## src/rtl/lr3_seq_check_p.sv

```systemverilog
// Sequence checker: digits entered on CE are compared against a programmable
// expected sequence, with checkpoint rollback on mismatch and lockout after MAX_ERR errors.
module lr3_seq_check_p #(
    parameter int DW      = 4,
    parameter int DEPTH   = 16,
    parameter int GROUP   = 4,
    parameter int NDISP   = 4,
    parameter int MAX_ERR = 3,
    localparam int AW     = $clog2(DEPTH),
    localparam int EW     = $clog2(MAX_ERR + 1)
) (
    input  logic                 CLK,
    input  logic                 RST,
    input  logic                 CE,
    input  logic                 CLR,
    input  logic [DW-1:0]        DAT_I,
    input  logic                 PRG_WE,
    input  logic [AW-1:0]        PRG_ADDR,
    input  logic [DW-1:0]        PRG_DAT,
    output logic [8*NDISP-1:0]   DISP_SEQ,
    output logic [2*NDISP-1:0]   DISP_OFF,
    output logic                 DONE,
    output logic                 LOCK,
    output logic [EW-1:0]        ERR_CNT,
    output logic [AW-1:0]        POS
);

    typedef enum logic [1:0] {
        ST_CHECK  = 2'd0,
        ST_DONE   = 2'd1,
        ST_LOCKED = 2'd2
    } state_e;

    localparam logic [NDISP-1:0] OFF_ONE = ~(NDISP'(1));
    localparam logic [NDISP-1:0] OFF_ALL = {NDISP{1'b1}};
    localparam logic [AW:0]      GMASK   = (AW+1)'(GROUP - 1);
    localparam logic [AW-1:0]    LAST    = AW'(DEPTH - 1);
    localparam logic [EW-1:0]    ERR_MAX = EW'(MAX_ERR);

    logic [DEPTH-1:0][DW-1:0] seq_q;
    state_e                   state_q, state_d;
    logic [AW-1:0]            pos_q, pos_d, chk_q, chk_d;
    logic [EW-1:0]            err_q, err_d, err_inc;
    logic [4*NDISP-1:0]       wait_q, wait_d, log_q, log_d;
    logic [NDISP-1:0]         woff_q, woff_d, loff_q, loff_d;
    logic                     done_q, lock_q;
    logic [AW:0]              pos_inc;
    logic [3:0]               dat_nib, nxt_nib;

    function automatic logic [3:0] to_nib(input logic [DW-1:0] d);
        logic [3:0] r;
        r = 4'b0;
        r[DW-1:0] = d;
        return r;
    endfunction

    function automatic logic [4*NDISP-1:0] shift_in(input logic [4*NDISP-1:0] v,
                                                    input logic [3:0] n);
        logic [4*NDISP-1:0] r;
        r = v << 3'd4;
        r[3:0] = n;
        return r;
    endfunction

    assign pos_inc = {1'b0, pos_q} + {{AW{1'b0}}, 1'b1};
    assign err_inc = err_q + {{(EW-1){1'b0}}, 1'b1};
    assign dat_nib = to_nib(DAT_I);
    assign nxt_nib = (pos_q == LAST) ? 4'b0 : to_nib(seq_q[pos_inc[AW-1:0]]);

    // Next-state computation; CLR outranks programming, which outranks digit entry.
    always_comb begin
        state_d = state_q;
        pos_d   = pos_q;
        chk_d   = chk_q;
        err_d   = err_q;
        wait_d  = wait_q;
        woff_d  = woff_q;
        log_d   = log_q;
        loff_d  = loff_q;
        if (CLR) begin
            state_d = ST_CHECK;
            pos_d   = '0;
            chk_d   = '0;
            err_d   = '0;
            wait_d  = shift_in('0, to_nib(seq_q[0]));
            woff_d  = OFF_ONE;
            log_d   = '0;
            loff_d  = OFF_ALL;
        end else if (!PRG_WE && CE && (state_q == ST_CHECK)) begin
            log_d  = shift_in(log_q, dat_nib);
            loff_d = loff_q << 1'b1;
            if (DAT_I == seq_q[pos_q]) begin
                wait_d = shift_in(wait_q, nxt_nib);
                woff_d = (woff_q == '0) ? OFF_ONE : (woff_q << 1'b1);
                if (pos_q == LAST) begin
                    state_d = ST_DONE;
                end else begin
                    pos_d = pos_inc[AW-1:0];
                    if ((pos_inc & GMASK) == '0) begin
                        chk_d = pos_inc[AW-1:0];
                    end else begin
                        chk_d = chk_q;
                    end
                end
            end else begin
                // Roll back to the last checkpoint and show its digit as the next one to enter.
                pos_d  = chk_q;
                wait_d = shift_in('0, to_nib(seq_q[chk_q]));
                woff_d = OFF_ONE;
                err_d  = err_inc;
                if (err_inc == ERR_MAX) begin
                    state_d = ST_LOCKED;
                end else begin
                    state_d = state_q;
                end
            end
        end else begin
            state_d = state_q;
        end
    end

    // Control state, counters and display registers.
    always_ff @(posedge CLK or posedge RST) begin
        if (RST) begin
            state_q <= ST_CHECK;
            pos_q   <= '0;
            chk_q   <= '0;
            err_q   <= '0;
            wait_q  <= '0;
            woff_q  <= OFF_ONE;
            log_q   <= '0;
            loff_q  <= OFF_ALL;
            done_q  <= 1'b0;
            lock_q  <= 1'b0;
        end else begin
            state_q <= state_d;
            pos_q   <= pos_d;
            chk_q   <= chk_d;
            err_q   <= err_d;
            wait_q  <= wait_d;
            woff_q  <= woff_d;
            log_q   <= log_d;
            loff_q  <= loff_d;
            done_q  <= (state_d == ST_DONE);
            lock_q  <= (state_d == ST_LOCKED);
        end
    end

    // Expected-sequence register file, writable in every state.
    always_ff @(posedge CLK or posedge RST) begin
        if (RST) begin
            seq_q <= '0;
        end else if (PRG_WE) begin
            seq_q[PRG_ADDR] <= PRG_DAT;
        end
    end

    assign DISP_SEQ = {wait_q, log_q};
    assign DISP_OFF = {woff_q, loff_q};
    assign DONE     = done_q;
    assign LOCK     = lock_q;
    assign ERR_CNT  = err_q;
    assign POS      = pos_q;

endmodule

```

## config.mk

```make
export PLATFORM = sky130hd
export DESIGN_NAME = lr3_seq_check_p
export DESIGN_NICKNAME = d
export VERILOG_FILES = /design/src/rtl/lr3_seq_check_p.sv
export SDC_FILE = /design/constraint.sdc
export NUM_CORES = 1
export LEC_CHECK = 0
export BUFFER_PORTS_ARGS = -buffer_cell sky130_fd_sc_hd__buf_4
export CAP_MARGIN = 20
export CORE_UTILIZATION = 54
export DETAILED_ROUTE_END_ITERATION = 7
export PLACE_DENSITY = 0.77
export SETUP_SLACK_MARGIN = 0.4
export SLEW_MARGIN = 5
export SYNTH_ARGS = -nofsm -noshare
export SYNTH_HDL_FRONTEND = slang
export SYNTH_SLANG_ARGS = --single-unit
```

## constraint.sdc

```tcl
create_clock -name CLK -period 3.7 [get_ports CLK]
set_input_delay 0.74 -clock CLK [delete_from_list [all_inputs] [get_ports CLK]]
set_output_delay 0.74 -clock CLK [all_outputs]
set_load 0.005 [all_outputs]
```

[Yosys cells after proc, flatten, opt, wreduce, memory -nomap -nowiden]
Index checks and enable logic that the tools add are counted.
Storage, ports and cells
  memories kept: 0
  output and inout bits: 48
  logic and storage cells: 92
  register bits after elaboration: 118
  memory bits (writable): 0
  bits of input ports: 17
  latch bits: 0
  bits in read-only memories: 0
Cells by class
  reductions and logical operators: 13
  equal/unequal tests: 8
  div/mod/pow operators: 0
  $lt $le $gt $ge: 5
  shifts and indexed selects: 0
  bitwise logic cells: 0
  add/sub/neg operators: 2
  multiplexer cells: 38
  multipliers: 0
Operators with widths (count)
  2-to-1 mux 16 bit: 5
  2-to-1 mux 4 bit: 20
  bitwise mux 64 bit: 1
  binary-select mux 4 bit (select 4 bit): 3
  < comparator 4 x 5 -> 1 bit, second input constant: 4
  demux 4 bit (select 4 bit): 1
  2-to-1 mux 2 bit: 8
  nonzero test 2 bit: 3
  zero test 5 bit: 1
  adder 4 x 1 -> 4 bit, second input constant: 1
  equality test 2 bit, second input constant: 2
  equality test 4 bit: 1
  equality test 4 bit, second input constant: 1
  >= comparator 4 x 1 -> 1 bit, second input constant: 1
  zero test 4 bit: 1
  inequality test 2 bit, second input constant: 2
  AND reduction 2 bit: 2
  AND reduction 4 bit: 1
  logical AND 1 bit: 3
  inequality test 3 bit, second input constant: 1
  adder 2 x 1 -> 2 bit, second input constant: 1
  equality test 2 x 1 -> 1 bit, second input constant: 1
  zero test 2 bit: 1
  zero test 1 bit: 1

[Longest topological paths before layout]
  depth after elaboration: 7
  mapped depth: 11
  gate-level depth less buffers: 7

[Worst setup path after synthesis]
Ideal clock, no wire load.
  path kind: reg2reg
  start point: register pos_q[1] (netlist: POS[1])
  end point: register wait_q[1]
  cell stages (with the launch flop): 9
  setup time: 127 ps
  data arrival time: 2851 ps
  path slack: 723 ps
  data required time: 3573 ps
  path buffers: 2
  clock period less this slack: 2977 ps
  cells stage by stage: dfrtp_1 ha_1 clkbuf_1 clkbuf_1 mux4_2 mux4_2 and2_1 mux2i_1 o21ai_1
On the way
  cells in the longest elaborated chain, start to end: 7
  elaborated cells on any way between the ends: 11
  classes of those cells: 1 x add/sub; 2 x eq/ne; 8 x mux
RTL lines
  from (decl): RTL line 42  | logic [AW-1:0] pos_q, pos_d, chk_q, chk_d;
  from (signal assigned): RTL line 137  | pos_q <= pos_d;
  adder 4 x 1 -> 4 bit: RTL line 65  | assign pos_inc = {1'b0, pos_q} + {{AW{1'b0}}, 1'b1};
  binary-select mux 4 bit (select 4 bit): RTL line 68  | assign nxt_nib = (pos_q == LAST) ? 4'b0 : to_nib(seq_q[pos_inc[AW-1:0]]);
  2-to-1 mux 4 bit (implied by the code): RTL line 68
  2-to-1 mux 4 bit: RTL line 68
  2-to-1 mux 16 bit (*): RTL line 92  | if (DAT_I == seq_q[pos_q]) begin
  2-to-1 mux 16 bit (*): RTL line 89  | end else if (!PRG_WE && CE && (state_q == ST_CHECK)) begin
  2-to-1 mux 16 bit (*): RTL line 80  | if (CLR) begin
  to (signal assigned): RTL line 140  | wait_q <= wait_d;
  to (decl): RTL line 44  | logic [4*NDISP-1:0] wait_q, wait_d, log_q, log_d;
Every way passes the cells marked *; elsewhere a longest branch is shown, timed or not. The select of a mux whose other input is x is not followed.
A chain may end at the register's enable or synchronous reset.

[Worst setup path in the final report]
  start point: register pos_q[1] (netlist: POS[1])
  end point: register chk_q[0]
On the way
  cells in the longest elaborated chain, start to end: 5
  elaborated cells on any way between the ends: 10
  classes of those cells: 1 x add/sub; 3 x eq/ne; 2 x mux; 4 x reduce/logical
RTL lines
  binary-select mux 4 bit (select 4 bit): RTL line 92
  2-to-1 mux 4 bit (implied by the code): RTL line 92
  equality test 4 bit: RTL line 92
  nonzero test 2 bit (no source line)
  AND reduction 4 bit (no source line) (*)
  to (signal assigned): RTL line 138  | chk_q <= chk_d;
  to (decl): RTL line 42
Marked as above.

==> flow_metrics.py <==
metrics = {
    "timing": {
        "slew_viol_final": 0,
        "hold_slack_ns": 0.365,
        "setup_tns_ns": 0,
        "finClkSkew_ns": 0.0149,
        "setup_viol": 0,
        "finalHoldViolCount": 0,
        "min_period_ns": 3.01,
        "tightest_slew_ns": 0.866,
        "fmax_ghz": 0.332,
        "grt_setup_unrepaired": "false",
        "fin_crit_sh_pct": 81.3,
        "max_slew_margin_pct": 42.3,
        "fin_ws_ns": 0.690,
    },
    "layout": {
        "final_cell_mix": "dfrtp_1 (110), buf_4 (74), mux2_2 (65)",
        "drive_above_1_share_pct": 41.9,
        "nets": 565,
        "final_cells": 702,
        "area_delta_synth_final_pct": 18.6,
        "layout_commonest_cell": "dfrtp_1",
        "diodes": 0,
        "design_area_mm2": 0.00755,
    },
    "placement": {
        "dpl.cell_count": 670,
        "dpl_cell_area_mm2": 0.00694,
        "dp_hpwl_um": 10900,
        "port_buffers": 63,
        "gp_congestion": 0.922,
        "pre_cts_ws_ns": 0.733,
    },
    "clocking": {
        "cts_buffers": 17,
        "cts_setup_buffers": 0,
        "clk_pin_slew_ns": 0.05,
        "cts_buffer_depth": 2,
        "clock_sinks": 117,
        "cts_root_buf": "clkbuf_16",
        "htree_levels": 4,
        "clock_latency_ns": 0.42,
        "holdBufCountCts": 0,
        "cts_resized": 0,
        "cts_tree": "built",
    },
    "worst_setup_path": {
        "reg2reg_slack_ns": 0.69,
        "r2r_cells": 7,
        "cp.required_ns": 3.99,
        "critPathMaxFanout": 14,
        "endpoint_kind": "register",
        "cp.arrival_ns": 3.30,
        "criticalPathCategory": "reg -> reg",
        "worst_setup_path_start_kind": "register",
    },
    "synth": {
        "ys_seq_elements": 117,
        "ys_types": 45,
        "ys_seq_area_share_pct": 46.1,
        "synth_top_area_share_pct": 43.2,
        "synth_enable_flop_cells": 0,
        "ys_async_sr_fraction_pct": 100,
        "syn_inst": 487,
        "synth.area.top_cells": "dfrtp_1 (43%), mux4_2 (18%), mux2_2 (11%), mux2i_1 (4.7%), dfstp_2 (2.9%)",
        "yosysTopAreaCell": "dfrtp_1",
        "synth_nets": 506,
        "synth_ff_type": "dfrtp_1",
        "syn_area_mm2": 0.00637,
        "avgSynthCellArea_um2": 13.1,
        "synth_warnings": 0,
    },
    "detailed_routing": {
        "drt_wl_total_um": 15500,
        "initialDrtViolationCount": 466,
        "antenna_left": 0,
        "post_drt_via_cell_ratio": 6.50,
        "drcViolationCount": 0,
        "wl_per_cell_um": 22.1,
        "vias": 4562,
        "firstDrtPassIters": 5,
    },
    "floorplan": {
        "num_io_pins": 65,
        "die_w_um": 111,
        "die_y_um": 111,
        "row_count": 39,
        "core_mm2": 0.0115,
        "die_area_mm2": 0.0122,
        "start_util_pct": 55.5,
    },
    "pwr": {
        "power_density_mw_per_mm2": 549,
        "combPwrFrac_pct": 18.7,
        "power_leakage_nw": 3.18,
        "cell_internal_pwr_mw": 3.05,
        "pwr-share-seq_pct": 41.1,
        "ir_worst_vdd_v": 0.000436,
        "clockPowerShare_pct": 40.2,
        "power_switching_mw": 1.10,
        "swShare_pct": 26.6,
    },
    "grt": {
        "antenna_found_initial": 0,
        "grt_first_pass_wirelength_um": 25400,
        "grt_overflow": 0,
        "grt_util_all_layers_pct": 27.3,
        "grt_pass1_vias": 4603,
        "grt_start_max_net_pins": 64,
    },
    "run_status": {
        "status": "finished clean",
    },
    "hold_path": {
        "min-delay-path-class": "in -> async",
    },
    "flow_run": {
        "cap_violations": 0,
    },
}
-- logic make-up (layout without fill, tap and decap cells) --
logic type	after synthesis	after routing	share of synthesized area, %
xor gates and xnor gates	8	8	1.34
muxes	147	147	34.5
adders and majority gates	2	2	0.393
AOI/OAI and AO/OA	59	59	6.15
DFF	117	117	46.1
and+or+nand+nor	113	113	8.19
other	1	1	0.0589
buffers and inverters	40	112	3.32
-- per-layer routing --
layer | up-vias | global-route usage [%] | part of all wire (%)
met3 | 39 | 6.92 | 6.9
met5 | - | 0 | 0
met1 | 2340 | 36.9 | 42
li1 | 1958 | - | -
met2 | 225 | 41.4 | 48
met4 | 0 | 13.4 | 3.5
-- Yosys cell counts (all sizes together) (5+ instances only) --
| cell | count |
|---|---|
| buf | 16 |
| mux2 | 65 |
| dfrtp | 110 |
| o21ai | 7 |
| nor3 | 5 |
| mux4 | 51 |
| clkbuf | 19 |
| nand2 | 45 |
| nand3 | 11 |
| a21oi | 27 |
| nor2 | 23 |
| a22o | 12 |
| dfstp | 7 |
| nor4 | 5 |
| nand2b | 6 |
| mux2i | 31 |
-- sequential cells by signal (all words and copies together) (netlist names) --
signal,count
wait_q,16
ERR_CNT,2
seq_q,64
POS,4
state_q,2
woff_q,3
LOCK,1
chk_q,4
DONE,1
loff_q,4
log_q,16
-- area by class of cell --
cell class	count	area, um2
fill	846	3920
clock inverter	7	91.3
tap	143	179
inverter	5	22.5
timing repair buffer	75	576
sequential	117	2940
multi-input combinational	330	3220
clock buffer	25	526
-- path summary, 6_finish.rpt --
path,startpoint,endpoint
worst max-delay path,POS[1]$_DFFE_PP0P_,chk_q[0]$_DFFE_PP0P_
worst min-delay path,RST,chk_q[2]$_DFFE_PP0P_
worst max register to register,POS[1]$_DFFE_PP0P_,chk_q[0]$_DFFE_PP0P_
worst min register to register,loff_q[0]$_DFFE_PP1P_,loff_q[0]$_DFFE_PP1P_
max in group asynchronous,RST,loff_q[2]$_DFFE_PP1P_
min in group CLK,loff_q[0]$_DFFE_PP1P_,loff_q[0]$_DFFE_PP1P_
-- power groups by stage --
stage	sequential, mW	combinational [mW]	clock [mW]
after floorplan	1.61	0.608	0
after global placement	1.69	0.747	0
after detailed placement	1.71	0.771	0
after CTS	1.70	0.780	1.69
after global routing	1.73	0.828	1.75
final	1.71	0.776	1.67
-- critical path, stage by stage, from the launching register on --
cell and delay, ns:
dfrtp_1 0.79, mux4_2 0.60, mux2i_1 0.15, mux2i_1 0.14, xnor2_2 0.23, o211ai_2 0.28, nor3_1 0.33, mux2_2 0.37
-- metrics by stage --
step           utilization, %  power, mW
2_1_floorplan               -       2.22
3_3_place_gp             60.5       2.44
3_5_place_dp             60.5       2.48
4_1_cts                  65.9       4.17
5_1_grt                  65.9       4.31
6_report                 65.9       4.15
Power figures use the tool's default switching activity.
